### src/rtl/relu_requant_serial_pkg.sv
// Shared definitions for the serial ReLU/requantisation stage.
//   - activation mode codes as seen on the mode input
//   - right shift applied to negative values in LEAKY mode
//   - FSM state encodings for the top-level sequencer
package relu_requant_serial_pkg;

  typedef logic [1:0] mode_t;

  localparam mode_t MODE_SAT   = 2'b00;
  localparam mode_t MODE_RELU  = 2'b01;
  localparam mode_t MODE_LEAKY = 2'b10;
  localparam mode_t MODE_TRUNC = 2'b11;

  localparam int LEAKY_SHIFT = 3;

  localparam logic [0:0] ST_IDLE = 1'b0;
  localparam logic [0:0] ST_BUSY = 1'b1;

endpackage

### src/rtl/relu_requant_serial_lane.sv
// One combinational arithmetic lane: rounding right-shift, activation, clamp.
// Ports:
//   x_i     signed input value (IN_WIDTH)
//   mode_i  activation mode (SAT/RELU/LEAKY/TRUNC)
//   shift_i rounding right-shift amount
//   y_o     signed result (OUT_WIDTH)
//   sat_o   result was clamped (never set in TRUNC)
module relu_requant_lane
  import relu_requant_serial_pkg::*;
#(
  parameter int IN_WIDTH  = 16,
  parameter int OUT_WIDTH = 8,
  parameter int SHIFT_W   = 4
) (
  input  logic [IN_WIDTH-1:0]  x_i,
  input  logic [1:0]           mode_i,
  input  logic [SHIFT_W-1:0]   shift_i,
  output logic [OUT_WIDTH-1:0] y_o,
  output logic                 sat_o
);

  localparam logic signed [IN_WIDTH:0] MAXV = (IN_WIDTH+1)'((1 << (OUT_WIDTH-1)) - 1);
  localparam logic signed [IN_WIDTH:0] MINV = ~MAXV;

  logic signed [IN_WIDTH:0] xe;
  logic signed [IN_WIDTH:0] half;
  logic signed [IN_WIDTH:0] sum;
  logic signed [IN_WIDTH:0] r;
  logic signed [IN_WIDTH:0] a;

  always_comb begin
    // One guard bit keeps x + half from overflowing for any shift amount.
    xe   = {x_i[IN_WIDTH-1], x_i};
    half = (IN_WIDTH+1)'(1) << (shift_i - SHIFT_W'(1));
    sum  = xe + half;
    r    = (shift_i == '0) ? xe : (sum >>> shift_i);

    a = r;
    case (mode_i)
      MODE_RELU:  if (r < 0) a = '0;
      MODE_LEAKY: if (r < 0) a = r >>> LEAKY_SHIFT;
      default:    a = r;
    endcase

    y_o   = a[OUT_WIDTH-1:0];
    sat_o = 1'b0;
    if (mode_i != MODE_TRUNC) begin
      if (a > MAXV) begin
        y_o   = MAXV[OUT_WIDTH-1:0];
        sat_o = 1'b1;
      end else if (a < MINV) begin
        y_o   = MINV[OUT_WIDTH-1:0];
        sat_o = 1'b1;
      end
    end
  end

endmodule

### src/rtl/relu_requant_serial.sv
// Serial activation/requantisation stage. Accepts a vector of CHANNELS
// accumulator values and streams one requantised channel per output
// handshake through a single shared arithmetic lane.
// Ports:
//   clk, rst                    clock, async active-high reset
//   in_valid/in_ready/in_data   input vector handshake, chan0 at LSBs
//   mode, shift                 latched with the vector at accept
//   out_valid/out_ready         output sample handshake
//   out_data/out_chan/out_last  result, channel index, last-channel flag
//   out_sat                     current sample was clamped
//   sat_clear, sat_count        saturation event counter (sticky at max)
//
// state   | meaning
// IDLE    | no vector held, ready for a new one
// BUSY    | streaming channels of the held vector
module relu_requant_serial
  import relu_requant_serial_pkg::*;
#(
  parameter int IN_WIDTH  = 16,
  parameter int OUT_WIDTH = 8,
  parameter int CHANNELS  = 4,
  parameter int SHIFT_W   = 4,
  parameter int CNT_W     = 16,
  localparam int CW       = $clog2(CHANNELS)
) (
  input  logic                         clk,
  input  logic                         rst,
  input  logic                         in_valid,
  output logic                         in_ready,
  input  logic [CHANNELS*IN_WIDTH-1:0] in_data,
  input  logic [1:0]                   mode,
  input  logic [SHIFT_W-1:0]           shift,
  output logic                         out_valid,
  input  logic                         out_ready,
  output logic [OUT_WIDTH-1:0]         out_data,
  output logic [CW-1:0]                out_chan,
  output logic                         out_last,
  output logic                         out_sat,
  input  logic                         sat_clear,
  output logic [CNT_W-1:0]             sat_count
);

  localparam logic [CW-1:0] LAST_CHAN = CW'(CHANNELS - 1);

  logic [0:0]           state_q, state_d;
  logic [IN_WIDTH-1:0]  vec_q [CHANNELS];
  logic [IN_WIDTH-1:0]  vec_d [CHANNELS];
  logic [1:0]           mode_q, mode_d;
  logic [SHIFT_W-1:0]   shift_q, shift_d;
  logic [CW-1:0]        chan_q, chan_d;
  logic [OUT_WIDTH-1:0] data_q, data_d;
  logic                 sat_q, sat_d;
  logic                 valid_q, valid_d;
  logic [CNT_W-1:0]     cnt_q, cnt_d;
  logic                 rdy_en_q;

  logic                 accept, out_hs;
  logic [CW-1:0]        chan_inc;
  logic [IN_WIDTH-1:0]  lane_x;
  logic [1:0]           lane_mode;
  logic [SHIFT_W-1:0]   lane_shift;
  logic [OUT_WIDTH-1:0] lane_y;
  logic                 lane_sat;

  assign out_valid = valid_q;
  assign out_data  = data_q;
  assign out_chan  = chan_q;
  assign out_last  = (chan_q == LAST_CHAN);
  assign out_sat   = sat_q;
  assign sat_count = cnt_q;

  // rdy_en_q keeps in_ready low until the first edge after reset release.
  assign in_ready = rdy_en_q & ((state_q == ST_IDLE) | (valid_q & out_last & out_ready));
  assign accept   = in_valid & in_ready;
  assign out_hs   = valid_q & out_ready;
  assign chan_inc = chan_q + CW'(1);

  relu_requant_lane #(
    .IN_WIDTH (IN_WIDTH),
    .OUT_WIDTH(OUT_WIDTH),
    .SHIFT_W  (SHIFT_W)
  ) u_lane (
    .x_i    (lane_x),
    .mode_i (lane_mode),
    .shift_i(lane_shift),
    .y_o    (lane_y),
    .sat_o  (lane_sat)
  );

  always_comb begin
    state_d = state_q;
    vec_d   = vec_q;
    mode_d  = mode_q;
    shift_d = shift_q;
    chan_d  = chan_q;
    data_d  = data_q;
    sat_d   = sat_q;
    valid_d = valid_q;

    // Lane sees chan0 of the incoming vector at accept, otherwise the next held channel.
    lane_x     = vec_q[chan_inc];
    lane_mode  = mode_q;
    lane_shift = shift_q;
    if (accept) begin
      lane_x     = in_data[IN_WIDTH-1:0];
      lane_mode  = mode;
      lane_shift = shift;
    end

    if (accept) begin
      state_d = ST_BUSY;
      for (int i = 0; i < CHANNELS; i++) vec_d[i] = in_data[i*IN_WIDTH +: IN_WIDTH];
      mode_d  = mode;
      shift_d = shift;
      chan_d  = '0;
      data_d  = lane_y;
      sat_d   = lane_sat;
      valid_d = 1'b1;
    end else if (out_hs && !out_last) begin
      chan_d = chan_inc;
      data_d = lane_y;
      sat_d  = lane_sat;
    end else if (out_hs) begin
      state_d = ST_IDLE;
      valid_d = 1'b0;
      chan_d  = '0;
    end

    cnt_d = cnt_q;
    if (sat_clear) cnt_d = '0;
    else if (out_hs && sat_q && !(&cnt_q)) cnt_d = cnt_q + CNT_W'(1);
  end

  always_ff @(posedge clk or posedge rst) begin
    if (rst) begin
      state_q  <= ST_IDLE;
      for (int i = 0; i < CHANNELS; i++) vec_q[i] <= '0;
      mode_q   <= '0;
      shift_q  <= '0;
      chan_q   <= '0;
      data_q   <= '0;
      sat_q    <= 1'b0;
      valid_q  <= 1'b0;
      cnt_q    <= '0;
      rdy_en_q <= 1'b0;
    end else begin
      state_q  <= state_d;
      vec_q    <= vec_d;
      mode_q   <= mode_d;
      shift_q  <= shift_d;
      chan_q   <= chan_d;
      data_q   <= data_d;
      sat_q    <= sat_d;
      valid_q  <= valid_d;
      cnt_q    <= cnt_d;
      rdy_en_q <= 1'b1;
    end
  end

endmodule

### config.mk
export PLATFORM = sky130hd
export DESIGN_NAME = relu_requant_serial
export DESIGN_NICKNAME = d
export VERILOG_FILES = /design/src/rtl/relu_requant_serial_pkg.sv /design/src/rtl/relu_requant_serial_lane.sv /design/src/rtl/relu_requant_serial.sv
export SDC_FILE = /design/constraint.sdc
export NUM_CORES = 1
export LEC_CHECK = 0
export CAP_MARGIN = 20
export CELL_PAD_IN_SITES_DETAIL_PLACEMENT = 1
export CELL_PAD_IN_SITES_GLOBAL_PLACEMENT = 1
export CORE_MARGIN = 4
export CORE_UTILIZATION = 44
export CTS_CLUSTER_SIZE = 28
export DETAILED_ROUTE_END_ITERATION = 12
export PLACE_DENSITY = 0.91
export SYNTH_ARGS = -nofsm -noshare
export SYNTH_HDL_FRONTEND = slang
export SYNTH_SLANG_ARGS = --single-unit
### constraint.sdc
create_clock -name clk -period 15.3 [get_ports clk]
set_input_delay 4.59 -clock clk [delete_from_list [all_inputs] [get_ports clk]]
set_output_delay 4.59 -clock clk [all_outputs]
set_load 0.01 [all_outputs]
==> key figures <==
Power and ir drop
  • Leak: 3.878 nW
  • Total power density per cell area: 286.8 mW/mm²
  • Peak VDD IR: 0.09434 mV

Yosys
  • Syn nets: 974
  • Top-area cell type share of the netlist area: 34.79%
  • Synth async-reset ratio: 100.0%
  • FF+latch count, synth: 99
  • Fraction of the yosys area taken by sequential cells: 34.79%
  • Synth area leader: dfrtp_1
  • Largest cells by area after synthesis: dfrtp_1 35%, nand2_1 14%, mux4_2 5.1%, ha_1 3.7%, nor2_1 3.1%
  • Netlist Area Pre-Place: 0.007121 mm²
  • Top post-synthesis cells by count: 265 x nand2_1, 99 x dfrtp_1, 59 x nor2_1
  • Post-Syn Instances: 877
  • Dominant synthesized flop cell: dfrtp_1
  • Post-synthesis area per instance: 8.119 µm²
  • Post-synth EDFFs: 0
  • Count leader, synth: nand2_1
  • Synth Warn #: 0
  • Synth cell types: 88

Die
  • Core ar.: 0.01589 mm²
  • DIE AREA: 0.01828 mm²
  • I/O pin count: 105
  • Row Count: 46
  • Die width: 135.2 µm
  • Die Ht: 135.2 µm
  • Initial Utilization: 44.83%

Worst setup path
  • WP data arrival: 11.34 ns
  • CP required: 15.54 ns
  • Worst Path Max Fanout: 83
  • Setup crit start kind: input port
  • Worst Setup Path Type: in -> reg
  • Worst Setup End Kind: flop

Layout
  • Final net count: 1,049
  • Synth-to-layout area growth: 20.68%
  • Fin cells: 1,173
  • # diodes: 0
  • Final Instance Area: 0.008593 mm²
  • Layout cells sized above 1: 7.732%

Clock network
  • Resized Gates After CTS: 0
  • H-tree depth: 3
  • Cts bufs inserted: 9
  • CTS sink count: 99
  • Worst skew pair latency: 0.36 ns
  • Hold-fix buffers at CTS: 0
  • Clock transition at path regs: 0.07 ns
  • CTS Root Cell: clkbuf_16
  • Post-CTS Setup Inserts: 0
  • CTS tree: yes
  • Clock buffer depth: 2

Global routing
  • Vias in the first global route: 7,820
  • Total GRT Usage: 28.66%
  • Met3 Usage GRT: 5.721%
  • Grt total ovfl: 0
  • Largest net degree at the start of global routing: 84
  • Antenna violations before repair: 0
  • Most used routing layer: met2
  • First-pass GRT wire length: 41,350 µm
  • Met1 usage: 36.07%
  • Global Route met2 Usage: 47.10%

Drt
  • Avg WL per Cell: 22.05 µm
  • Pre-antenna DRT Iters: 7
  • Drt drc: 0
  • Post-route ant nets: 0
  • Via density: 6.229
  • Routed via count: 7,307
  • DRT iter0 DRCs: 621
  • Detailed Route WL: 25,870 µm

Placed design
  • GP Congestion: 1.018
  • Placed insts: 1,156
  • Dpl cell area: 0.008303 mm²
  • HPWL Detailed: 19,620 µm
  • PortBufs: 104

Run status
  • Outcome: completed

STA
  • Final setup TNS: 0 ns
  • Unrepaired setup endpoints after global routing: false
  • Fin. max-slew vios: 0
  • Tcrit/Tclk final: 72.53%
  • Hold Vio Cnt, Final: 0
  • Worst-Margin Slew: 0.9620 ns
  • Rel. slew slack: 35.87%
  • Setup Skew: 0.009179 ns
  • Maximum operating frequency: 0.09012 GHz
  • Final min period: 11.10 ns
  • # setup viols final: 0

Flow run
  • Max-Cap Viols: 0

Min path
  • Worst Hold Class: reg -> reg
flip-flops by register name, summed over array words and instances, names as in the netlist:
register / count
sat_count: 16
vec_q: 64
out_chan: 2
shift_q: 4
mode_q: 2
rdy_en_q: 1
out_sat: 1
out_valid: 1
out_data: 8
routing by layer:
metal,up-vias,part of all wire (%)
met5,-,0
met4,0,5.1
met3,93,6.9
met2,314,48
met1,3615,40
li1,3285,-
through the flow:
stage	hold WS, ns	utilization, %	worst slack (ns)	power [mW]
6_report	0.4806	54.10	4.203	2.464
2_1_floorplan	0.4403	-	5.719	1.666
5_1_grt	0.5086	54.10	3.855	2.628
3_5_place_dp	0.4608	52.27	3.821	2.174
3_3_place_gp	0.4522	52.27	4.059	2.102
4_1_cts	0.4841	54.06	4.148	2.416
cells in the final DEF, fill, tap and decap left out, types with 17 or more instances in the layout:
master and count:
nand2_1 264, clkdlybuf4s50_1 104, dfrtp_1 99, nor2_1 58, a21oi_1 36, nor3_1 28, o21ai_0 27, nand3_1 21
ha_1 21, inv_1 17
where the power goes:
group          switching, mW  internal (mW)
Combinational           1.13          0.675
Clock                  0.112          0.114
Sequential            0.0708          0.366
Total                   1.31           1.15
layout make-up:
class / count / area, µm²
Multi-Input combinational cell: 710 / 4384
Inverter: 20 / 77.57
Timing Repair Buffer: 112 / 1099
Tap cell: 216 / 270.3
Sequential cell: 99 / 2477
Clock buffer: 10 / 229.0
Fill cell: 1942 / 7292
Clock inverter: 6 / 56.30
worst max-delay path: stages:
cell and delay [ns]:
clkdlybuf4s50_1 0.52, a21boi_1 0.14, nor2_4 0.13, buf_4 0.66
mux2i_1 0.20, buf_4 0.25, inv_1 0.65, nand2_1 0.39
nor2_1 0.20, ha_1 0.31, a21oi_1 0.15, nand2_1 0.13
or4b_2 0.68, o311ai_0 0.13, clkbuf_2 0.24, o221ai_1 0.23
o32ai_1 0.43, a22o_1 0.27, o21ai_0 0.13, a211oi_2 0.20
a31oi_2 0.24, o32a_1 0.41
final timing paths:
kind	slack, ns	from	cells past startpoint	to
max	4.20	out_ready	22	out_sat$_DFFE_PP0P_
min	0.48	vec_q[5]$_DFFE_PP0P_	2	vec_q[5]$_DFFE_PP0P_
max reg2reg	7.79	out_chan[0]$_DFFE_PP0P_	23	out_sat$_DFFE_PP0P_
min reg2reg	0.48	vec_q[5]$_DFFE_PP0P_	2	vec_q[5]$_DFFE_PP0P_
max in group asynchronous	9.47	rst	3	vec_q[52]$_DFFE_PP0P_
min in group asynchronous	4.54	rst	2	vec_q[27]$_DFFE_PP0P_
kinds of logic after synthesis:
family / synth area share, %
other: 0.05266
xor gates and xnor gates: 2.794
DFF: 34.79
adders and majority gates: 3.971
buffers and inverters: 3.778
muxes: 7.977
and+or+nand+nor: 26.62
AOI/OAI and AO/OA: 20.01
No activity file was read; power rests on OpenSTA's default activity.
